--- config.mk ---
export PLATFORM = sky130hd
export DESIGN_NAME = register_file_2r1w
export DESIGN_NICKNAME = d
export VERILOG_FILES = /design/src/rtl/register_file_2r1w.sv
export SDC_FILE = /design/constraint.sdc
export NUM_CORES = 1
export LEC_CHECK = 0
export BUFFER_PORTS_ARGS = -buffer_cell sky130_fd_sc_hd__buf_4
export CAP_MARGIN = 20
export CELL_PAD_IN_SITES_DETAIL_PLACEMENT = 0
export CELL_PAD_IN_SITES_GLOBAL_PLACEMENT = 1
export CORE_MARGIN = 2
export CORE_UTILIZATION = 45
export CTS_CLUSTER_DIAMETER = 40
export DETAILED_ROUTE_END_ITERATION = 7
export HOLD_SLACK_MARGIN = 0.12
export PLACE_DENSITY = 0.79
export SLEW_MARGIN = 40
export SYNTH_ARGS = -nofsm -noshare
export SYNTH_HDL_FRONTEND = slang
export SYNTH_SLANG_ARGS = --single-unit
--- constraint.sdc ---
create_clock -name clk -period 1.4 [get_ports clk]
set_input_delay 0.14 -clock clk [delete_from_list [all_inputs] [get_ports clk]]
set_output_delay 0.14 -clock clk [all_outputs]
set_load 0.05 [all_outputs]
--- src/rtl/register_file_2r1w.sv ---
// Eight-entry register file: two combinational read ports, one write port and a per-register busy scoreboard.
// Optional same-cycle write-to-read forwarding is enabled by defining REGFILE_BYPASS_EN.
module register_file_2r1w #(
  parameter int WORD_SIZE = 8
) (
  input  logic                 clk,
  input  logic                 rst_n,
  input  logic                 wr_valid,
  input  logic [2:0]           wr_sel,
  input  logic [WORD_SIZE-1:0] wr_data,
  input  logic                 lock_valid,
  input  logic [2:0]           lock_sel,
  output logic                 lock_ready,
  input  logic [2:0]           rd_a_sel,
  output logic [WORD_SIZE-1:0] rd_a_data,
  output logic                 rd_a_ready,
  input  logic [3:0]           rd_b_sel,
  input  logic [WORD_SIZE-1:0] imm8,
  output logic [WORD_SIZE-1:0] rd_b_data,
  output logic                 rd_b_ready,
  output logic [7:0]           busy
);

  logic [WORD_SIZE-1:0] r_regs [0:7];
  logic [7:0]           r_busy;

  logic [7:0]           w_clr_mask;
  logic [7:0]           w_set_mask;
  logic [7:0]           w_busy_next;
  logic                 w_lock_ready;
  logic [WORD_SIZE-1:0] w_a_data;
  logic                 w_a_ready;
  logic [WORD_SIZE-1:0] w_b_data;
  logic                 w_b_ready;

  // A lock is only granted on a register that is idle before the edge.
  always_comb begin
    w_lock_ready = ~r_busy[lock_sel];
  end

  // Scoreboard update: a write clears its bit, a granted lock sets it and wins on collision.
  always_comb begin
    w_clr_mask = 8'h00;
    w_set_mask = 8'h00;
    if (wr_valid) begin
      w_clr_mask = 8'h01 << wr_sel;
    end else begin
      w_clr_mask = 8'h00;
    end
    if (lock_valid && w_lock_ready) begin
      w_set_mask = 8'h01 << lock_sel;
    end else begin
      w_set_mask = 8'h00;
    end
    w_busy_next = (r_busy & ~w_clr_mask) | w_set_mask;
  end

  // Register storage and busy bits.
  always_ff @(posedge clk or negedge rst_n) begin
    if (!rst_n) begin
      for (int i = 0; i < 8; i++) begin
        r_regs[i] <= {WORD_SIZE{1'b0}};
      end
      r_busy <= 8'h00;
    end else begin
      if (wr_valid) begin
        r_regs[wr_sel] <= wr_data;
      end
      r_busy <= w_busy_next;
    end
  end

  // Side-A read port.
  always_comb begin
    w_a_data  = r_regs[rd_a_sel];
    w_a_ready = ~r_busy[rd_a_sel];
`ifdef REGFILE_BYPASS_EN
    if (wr_valid && (wr_sel == rd_a_sel)) begin
      w_a_data  = wr_data;
      w_a_ready = 1'b1;
    end else begin
      w_a_data  = r_regs[rd_a_sel];
      w_a_ready = ~r_busy[rd_a_sel];
    end
`endif
  end

  // Side-B read port: register, immediate, or a constant zero for unused selects.
  always_comb begin
    w_b_data  = {WORD_SIZE{1'b0}};
    w_b_ready = 1'b1;
    case (rd_b_sel)
      4'd0, 4'd1, 4'd2, 4'd3, 4'd4, 4'd5, 4'd6, 4'd7: begin
        w_b_data  = r_regs[rd_b_sel[2:0]];
        w_b_ready = ~r_busy[rd_b_sel[2:0]];
`ifdef REGFILE_BYPASS_EN
        if (wr_valid && (wr_sel == rd_b_sel[2:0])) begin
          w_b_data  = wr_data;
          w_b_ready = 1'b1;
        end else begin
          w_b_data  = r_regs[rd_b_sel[2:0]];
          w_b_ready = ~r_busy[rd_b_sel[2:0]];
        end
`endif
      end
      4'd8: begin
        w_b_data  = imm8;
        w_b_ready = 1'b1;
      end
      default: begin
        w_b_data  = {WORD_SIZE{1'b0}};
        w_b_ready = 1'b1;
      end
    endcase
  end

  assign lock_ready = w_lock_ready;
  assign rd_a_data  = w_a_data;
  assign rd_a_ready = w_a_ready;
  assign rd_b_data  = w_b_data;
  assign rd_b_ready = w_b_ready;
  assign busy       = r_busy;

endmodule
==> reports/metrics.csv, run 1 <==
stage,metric,value,unit
global_routing,grt_pass1_vias,3031,
clock_tree,htree_levels,3,
power_and_ir_drop,clock_power_share,21.6,%
worst_setup_path,critPathKind,reg -> out,
placed_design,io_buffers,59,
global_routing,overflow,0,
clock_tree,clk_latency,0.35,ns
global_routing,grt_usage,22.0,%
sta,fin_ws,-0.413,ns
synth,yosys.area.top_type,dfrtp_1,
power_and_ir_drop,leakage,2.32,nW
min_path,hold_path_class,in -> reg,
clock_tree,cts_tree,yes,
route,wl,10300,microns
die,start_util,46.6,%
power_and_ir_drop,ir_worst_vdd,0.000812,V
synth,netlist.area_leader.share,44.1,%
synth,avgSynthCellArea,14.7,sq um
sta,finalHoldWorstSlack,0.139,ns
sta,post-route-period-util,129,%
cells_and_area,fillCellCount,694,
sta,tns,-6.97,ns
power_and_ir_drop,seq_power_share,37.8,%
sta,finalMaxSlewViolations,0,
power_and_ir_drop,switchingPower,2.65,mW
route,viasPerCell,5.87,
die,dieArea,9860,sq um
synth,seq_area_frac_synth,44.1,%
power_and_ir_drop,switching_share,34.1,%
placed_design,place_congestion,0.804,
die,fp.dieW,99.3,microns
status,outcome,finished with violations,
clock_tree,clockRootBuffer,clkbuf_8,
synth,syn-cell-area,4090,sq um
cells_and_area,nNetsFinal,413,
clock_tree,clkSlewWorstSetupHoldPaths,0.08,ns
synth,ys_seq_elements,72,
die,ios,60,
sta,grt_setup_unrepaired,yes,
route,num_vias,2892,
cells_and_area,drive_above_1_share,68.8,%
clock_tree,clk_path_buf_depth,2,
cells_and_area,final_util,63.1,%
global_routing,grt_max_degree,73,
route,avgRoutedWirePerCell,21.0,microns
sta,setup-violations-final,19,
worst_setup_path,arrival,1.67,ns
clock_tree,cts.sinks,72,
power_and_ir_drop,p_comb_share,40.6,%
clock_tree,cts-buffers-inserted,9,
worst_setup_path,end_kind,output port,
route,drt_iter0_markers,108,
synth,yosysWarnings,0,
sta,hold_viol_final,0,
cells_and_area,n_antenna_cell,0,
synth,syn-num-nets,311,
die,core_region_area,8760,sq um
global_routing,antenna_found_initial,0,
power_and_ir_drop,p_int,5.14,mW
route,first_pass_iters,4,
route,antenna_left,0,
sta,clock.fmax,0.552,GHz
job,drv_cap,0,
sta,tightest_slew,0.412,ns
sta,slew_headroom,72.5,%
status,failed_checks,setup timing,
worst_setup_path,cp.required,1.26,ns
global_routing,grt_pass1_wl,16300,microns
synth,ys_types,22,
synth,synthTopCellsByArea,"dfrtp_1, mux2_2, mux4_2",
die,die_y,99.3,microns
worst_setup_path,setup.worst_path.start_class,flop,
die,std_cell_rows,34,
route,drc,0,
sta,finalClockSkew,0,ns
cells_and_area,area_delta_synth_final,35.4,%
power_and_ir_drop,powerDensity,1410,nW/um^2
synth,synthCells,278,
worst_setup_path,critPathMaxFanout,3,
placed_design,dpl.hpwl,6840,microns
sta,fin_crit,1.81,ns
==> logic make-up (layout without fill, tap and decap cells) <==
group	count (synthesis)	in the layout	share of synthesized area, %
AOI/OAI and AO/OA	24	24	4.23
and+or+nand+nor	41	41	5.97
DFF	72	72	44.1
muxes	121	121	42.4
buffers and inverters	20	127	3.28
==> layer usage <==
metal  part of all wire (%)  track usage [%]  vias to the layer above  wire [microns]
met2                     50             35.3                       74            5120
met5                      0                0                        -               0
met3                    3.8             2.81                       16             396
met4                    1.8             8.64                        0             181
met1                     45             30.8                     1514            4630
li1                       -                -                     1288               -
==> path summary, 6_finish.rpt <==
path / end / cells past startpoint / startpoint / slack [ns]
min: busy[6] / 3 / lock_sel[0] / 0.14
max reg2reg: busy[3] / 3 / busy[3] / 0.37
min reg2reg: busy[4] / 1 / busy[4] / 0.53
min in group asynchronous: busy[5] / 3 / rst_n / 0.31
max in group asynchronous: r_regs[6] / 3 / rst_n / 0.73
max: rd_a_data[0] / 3 / r_regs[32] / -0.41
==> area by class of cell <==
class,instances,area (sq um),share of cell area [%]
repair buffers,111,1010,18.3
clock buffers,13,159,2.87
multi-input cells,186,2370,42.9
flip-flops and latches,72,1810,32.7
well taps,108,135,2.44
clock inverters,3,40.0,0.723
==> layout by cell type (no fill, tap or decap) <==
cell,count
dfrtp_1,64
nand4b_1,3
buf_12,5
clkbuf_8,11
o31ai_1,6
o41ai_1,2
bufinv_16,1
nand2b_1,8
nand2_1,15
mux4_2,30
o22ai_1,7
clkinv_2,2
nor2_4,8
buf_4,76
dfrtp_2,8
nand4_1,1
dlygate4sd3_1,11
nor4b_4,2
buf_6,14
or2_4,1
mux2i_1,1
mux2_4,8
mux2_2,80
buf_8,5
nor4bb_2,3
o31ai_4,8
o22ai_2,1
mux2i_4,2
clkbuf_1,2
==> worst max-delay path, cell delays in order, from the launching register on <==
cell and delay (ns):
dfrtp_1 0.40, mux4_2 0.49, mux2_4 0.29, buf_6 0.15
==> synthesized netlist by cell type <==
cell type,n
buf_2,10
nor2_1,8
nor4bb_1,3
nand4_1,1
nor4b_4,1
or2_2,1
nand2_1,15
o41ai_1,2
nand4b_1,3
mux2i_1,3
mux4_1,10
mux4_2,20
buf_1,3
nand2b_1,8
clkbuf_1,2
o31ai_1,14
nor4b_2,1
o22ai_1,8
mux2_2,88
buf_6,4
buf_12,1
dfrtp_1,72
==> power groups by stage <==
stage	Sequential [mW]	Clock (mW)	Combinational, mW
final	2.94	1.68	3.16
after global routing	3.00	1.82	3.34
after CTS	2.93	1.72	3.19
after detailed placement	2.97	0	2.90
after global placement	2.95	0	2.85
after floorplan	3.09	0	1.87
==> registers in the layout (all words and copies together), names as in the netlist <==
| signal | count |
|---|---|
| busy | 8 |
| r_regs | 64 |
==> through the flow <==
step                instance area [sq um]  instances  power [mW]  setup slack (ns)
finish                               5530        493        7.79            -0.413
floorplan                            4280        278        4.96            -0.158
global route                         5530        493        8.16            -0.491
global placement                     5080        463        5.80            -0.288
CTS                                  5530        493        7.84            -0.432
detailed placement                   5080        463        5.88            -0.328
==> timing repair <==
| item | in CTS | in global routing |
|---|---|---|
| pin swaps | 0 | 0 |
| hold buffers | 11 | 0 |
| hold endpoints to repair | 141 | 0 |
| gates cloned | 0 | 0 |
| setup endpoints to repair | 19 | 19 |
| gates resized for setup | 47 | 0 |
| buffers inserted | 3 | 0 |
No activity file was read; power rests on OpenSTA's default activity.
==> inputs of run 2 (changes only) <==
- CORE_UTILIZATION: 45 -> 43
- clock period: 1.4 -> 1.6 ns (I/O delays scaled with it)
==> run 2 against run 1 <==
- the flow still finishes with violations (setup timing)
- die area increased by 4.5%
- clock-buffer cell count is the same
- combinational power decreased by 16%
- highest routed layer unchanged
- total power down 17%
- cell count is 3.4% higher
- via count decreased by 0.59%
- worst hold slack better by 0.0032 ns
- non-clock buffer count decreased by 3
- flip-flop and latch count is the same
==> reports/metrics.csv, run 2 (synthesized netlist as in run 1, its figures left out) <==
stage,metric,value,unit,change
worst_setup_path,critPathMaxFanout,3,,unchanged
job,drv_cap,0,,unchanged
global_routing,grt_max_degree,50,,-32%
cells_and_area,multi_input_area,2280,sq um,-3.8%
min_path,hold_path_class,in -> reg,,
cells_and_area,n_antenna_cell,0,,unchanged
worst_setup_path,timing.rr.start,busy[4],,
cells_and_area,layout_common_cells,"mux2_2, buf_4, dfrtp_1",,
sta,finalClockSkew,0,ns,unchanged
cells_and_area,fillCellCount,776,,+12%
clock_tree,clk_path_buf_depth,2,,unchanged
placed_design,io_buffers,59,,unchanged
cells_and_area,top_register,r_regs,,
die,core_region_area,9240,sq um,+5.4%
die,ios,60,,unchanged
cells_and_area,final_cells,510,,+3.4%
worst_setup_path,reg2reg_setup_slack,0.20,ns,-0.17 ns
placed_design,place_congestion,0.830,,+3.2%
cells_and_area,area_delta_synth_final,31.1,%,
clock_tree,cts-buffers-inserted,9,,unchanged
sta,tns,-3.87,ns,+3.10 ns
sta,setup-violations-final,19,,unchanged
clock_tree,clk_latency,0.35,ns,about the same
global_routing,grt.met1_usage,31.1,%,+0.33 points
power_and_ir_drop,powerDensity,1200,nW/um^2,-14%
route,wl,10600,microns,+2.1%
sta,hold_viol_final,0,,unchanged
placed_design,dp_cells,472,,+1.9%
power_and_ir_drop,ir_worst_vdd,0.000483,V,-40%
sta,fin_crit,1.84,ns,
placed_design,dpl.hpwl,7070,microns,+3.4%
global_routing,busiest_layer,met2,,
sta,finalMaxSlewViolations,0,,unchanged
min_path,hold_start,lock_sel[1],,
global_routing,grtUsageMet3,4.14,%,+1.3 points
route,avgRoutedWirePerCell,20.7,microns,-1.3%
sta,slew_headroom,76.5,%,+4.0 points
min_path,min_path_cells,3,,unchanged
die,std_cell_rows,35,,+2.9%
sta,clock.fmax,0.544,GHz,
cells_and_area,nNetsFinal,410,,-0.73%
route,viasPerCell,5.64,,-3.9%
cells_and_area,largest_reg_flops,64,,unchanged
placed_design,place_area,4910,sq um,-3.3%
cells_and_area,drive_above_1_share,67.2,%,-1.6 points
clock_tree,cts.sinks,72,,unchanged
cells_and_area,regArea,1810,sq um,unchanged
status,failed_checks,setup timing,,
global_routing,use_met2,34.3,%,-0.96 points
global_routing,overflow,0,,unchanged
placed_design,preCtsSetupSlack,-0.136,ns,+0.192 ns
worst_setup_path,slowest_stage,mux4_2,,
global_routing,grt_pass1_vias,3006,,-0.82%
global_routing,antenna_found_initial,0,,unchanged
clock_tree,clockRootBuffer,clkbuf_8,,
clock_tree,cts_tree,yes,,
worst_setup_path,worstRegToRegCells,2,,-1
route,drc,0,,unchanged
global_routing,grt_pass1_wl,16700,microns,+2.2%
clock_tree,clkSlewWorstSetupHoldPaths,0.08,ns,about the same
sta,fin_ws,-0.238,ns,+0.175 ns
status,outcome,finished with violations,,
worst_setup_path,critPathKind,reg -> out,,
route,first_pass_iters,4,,unchanged
worst_setup_path,path_cells,"mux4_2, mux2_2, buf_6",,
die,dieArea,10300,sq um,+4.5%
power_and_ir_drop,leakage,2.25,nW,-3.2%
worst_setup_path,reg2reg_to,busy[4],,
worst_setup_path,cp.required,1.44,ns,+0.18 ns
global_routing,grt_usage,22.0,%,about the same
worst_setup_path,setup.worst_path.start_class,flop,,
route,drt_iter0_markers,141,,+31%
clock_tree,htree_levels,3,,unchanged
sta,grt_setup_unrepaired,yes,,
route,num_vias,2875,,-0.59%
worst_setup_path,end_kind,output port,,
die,die_y,101,microns,+2.2%
route,antenna_left,0,,unchanged
min_path,min_to,busy[7],,
worst_setup_path,arrival,1.68,ns,about the same
cells_and_area,final_cell_area,5360,sq um,-3.2%
die,start_util,44.2,%,-2.4 points
die,fp.dieW,101,microns,+2.2%
sta,post-route-period-util,115,%,
worst_setup_path,max_stage_delay,0.48,ns,about the same
cells_and_area,mostFrequentLayoutCell,mux2_2,,
sta,tightest_slew,0.352,ns,-0.0598 ns
run 2: cell count changes in the layout (fill, tap and decap cells not counted), moves of 4 or more:
cell	change
o31ai_2	+5
buf_6	-7
nor2_2	+4
buf_4	+4
nor2_4	-7
o31ai_4	-5
run 2: area by class of cell:
| type | instances | share of cell area [%] |
|---|---|---|
| clock inverters | 2 | 0.187 |
| well taps | 129 | 3.01 |
| flip-flops and latches | 72 | 33.8 |
| multi-input cells | 186 | 42.7 |
| repair buffers | 108 | 17.7 |
| clock buffers | 13 | 2.59 |
run 2: worst max-delay path by stage:
| stage | from | to | slack (ns) | cells past startpoint |
|---|---|---|---|---|
| after floorplan | rd_b_sel[0] | rd_b_data[0] | -0.03 | 5 |
| after global placement | rd_b_sel[0] | rd_b_data[1] | -0.1 | 6 |
| after detailed placement | rd_b_sel[0] | rd_b_data[2] | -0.14 | 6 |
| after CTS | busy[7] | rd_b_ready | -0.26 | 4 |
| after global routing | busy[7] | rd_b_ready | -0.30 | 4 |
| final | r_regs[35] | rd_a_data[3] | -0.24 | 3 |
run 2: metrics by stage:
stage / hold slack, ns / power, mW / util (%)
after floorplan: -0.136 / 4.26 / -
after global placement: 0.0836 / 4.89 / 53.1
after detailed placement: 0.0889 / 4.96 / 53.1
after CTS: 0.128 / 6.43 / 57.4
after global routing: 0.130 / 6.77 / 58.0
final: 0.142 / 6.45 / 58.0
run 2: metal layers:
metal,part of all wire [%],vias to the layer above
met5,0,-
met2,48,81
li1,-,1282
met4,1.7,0
met3,4.1,14
met1,46,1498
run 2: worst max-delay path: cells and delay by family (launching register included):
kind / cells / cell delay, ns
flops: 1 / 0.41
buf+inv: 1 / 0.15
mux: 2 / 0.76
run 2: what timing repair did:
item / 4_1_cts / 5_1_grt
hold endpoints to repair: 137 / 0
hold buffers: 12 / 0
endpoints found under the setup margin: 19 / 19
gates resized for setup: 37 / 4
buffers inserted: 7 / 4
run 2: power breakdown:
part | internal, mW | switching, mW | leakage [nW]
registers | 2.25 | 0.342 | 0.857
logic | 1.37 | 1.27 | 1.31
clock network | 0.552 | 0.664 | 0.0773
total | 4.17 | 2.28 | 2.25
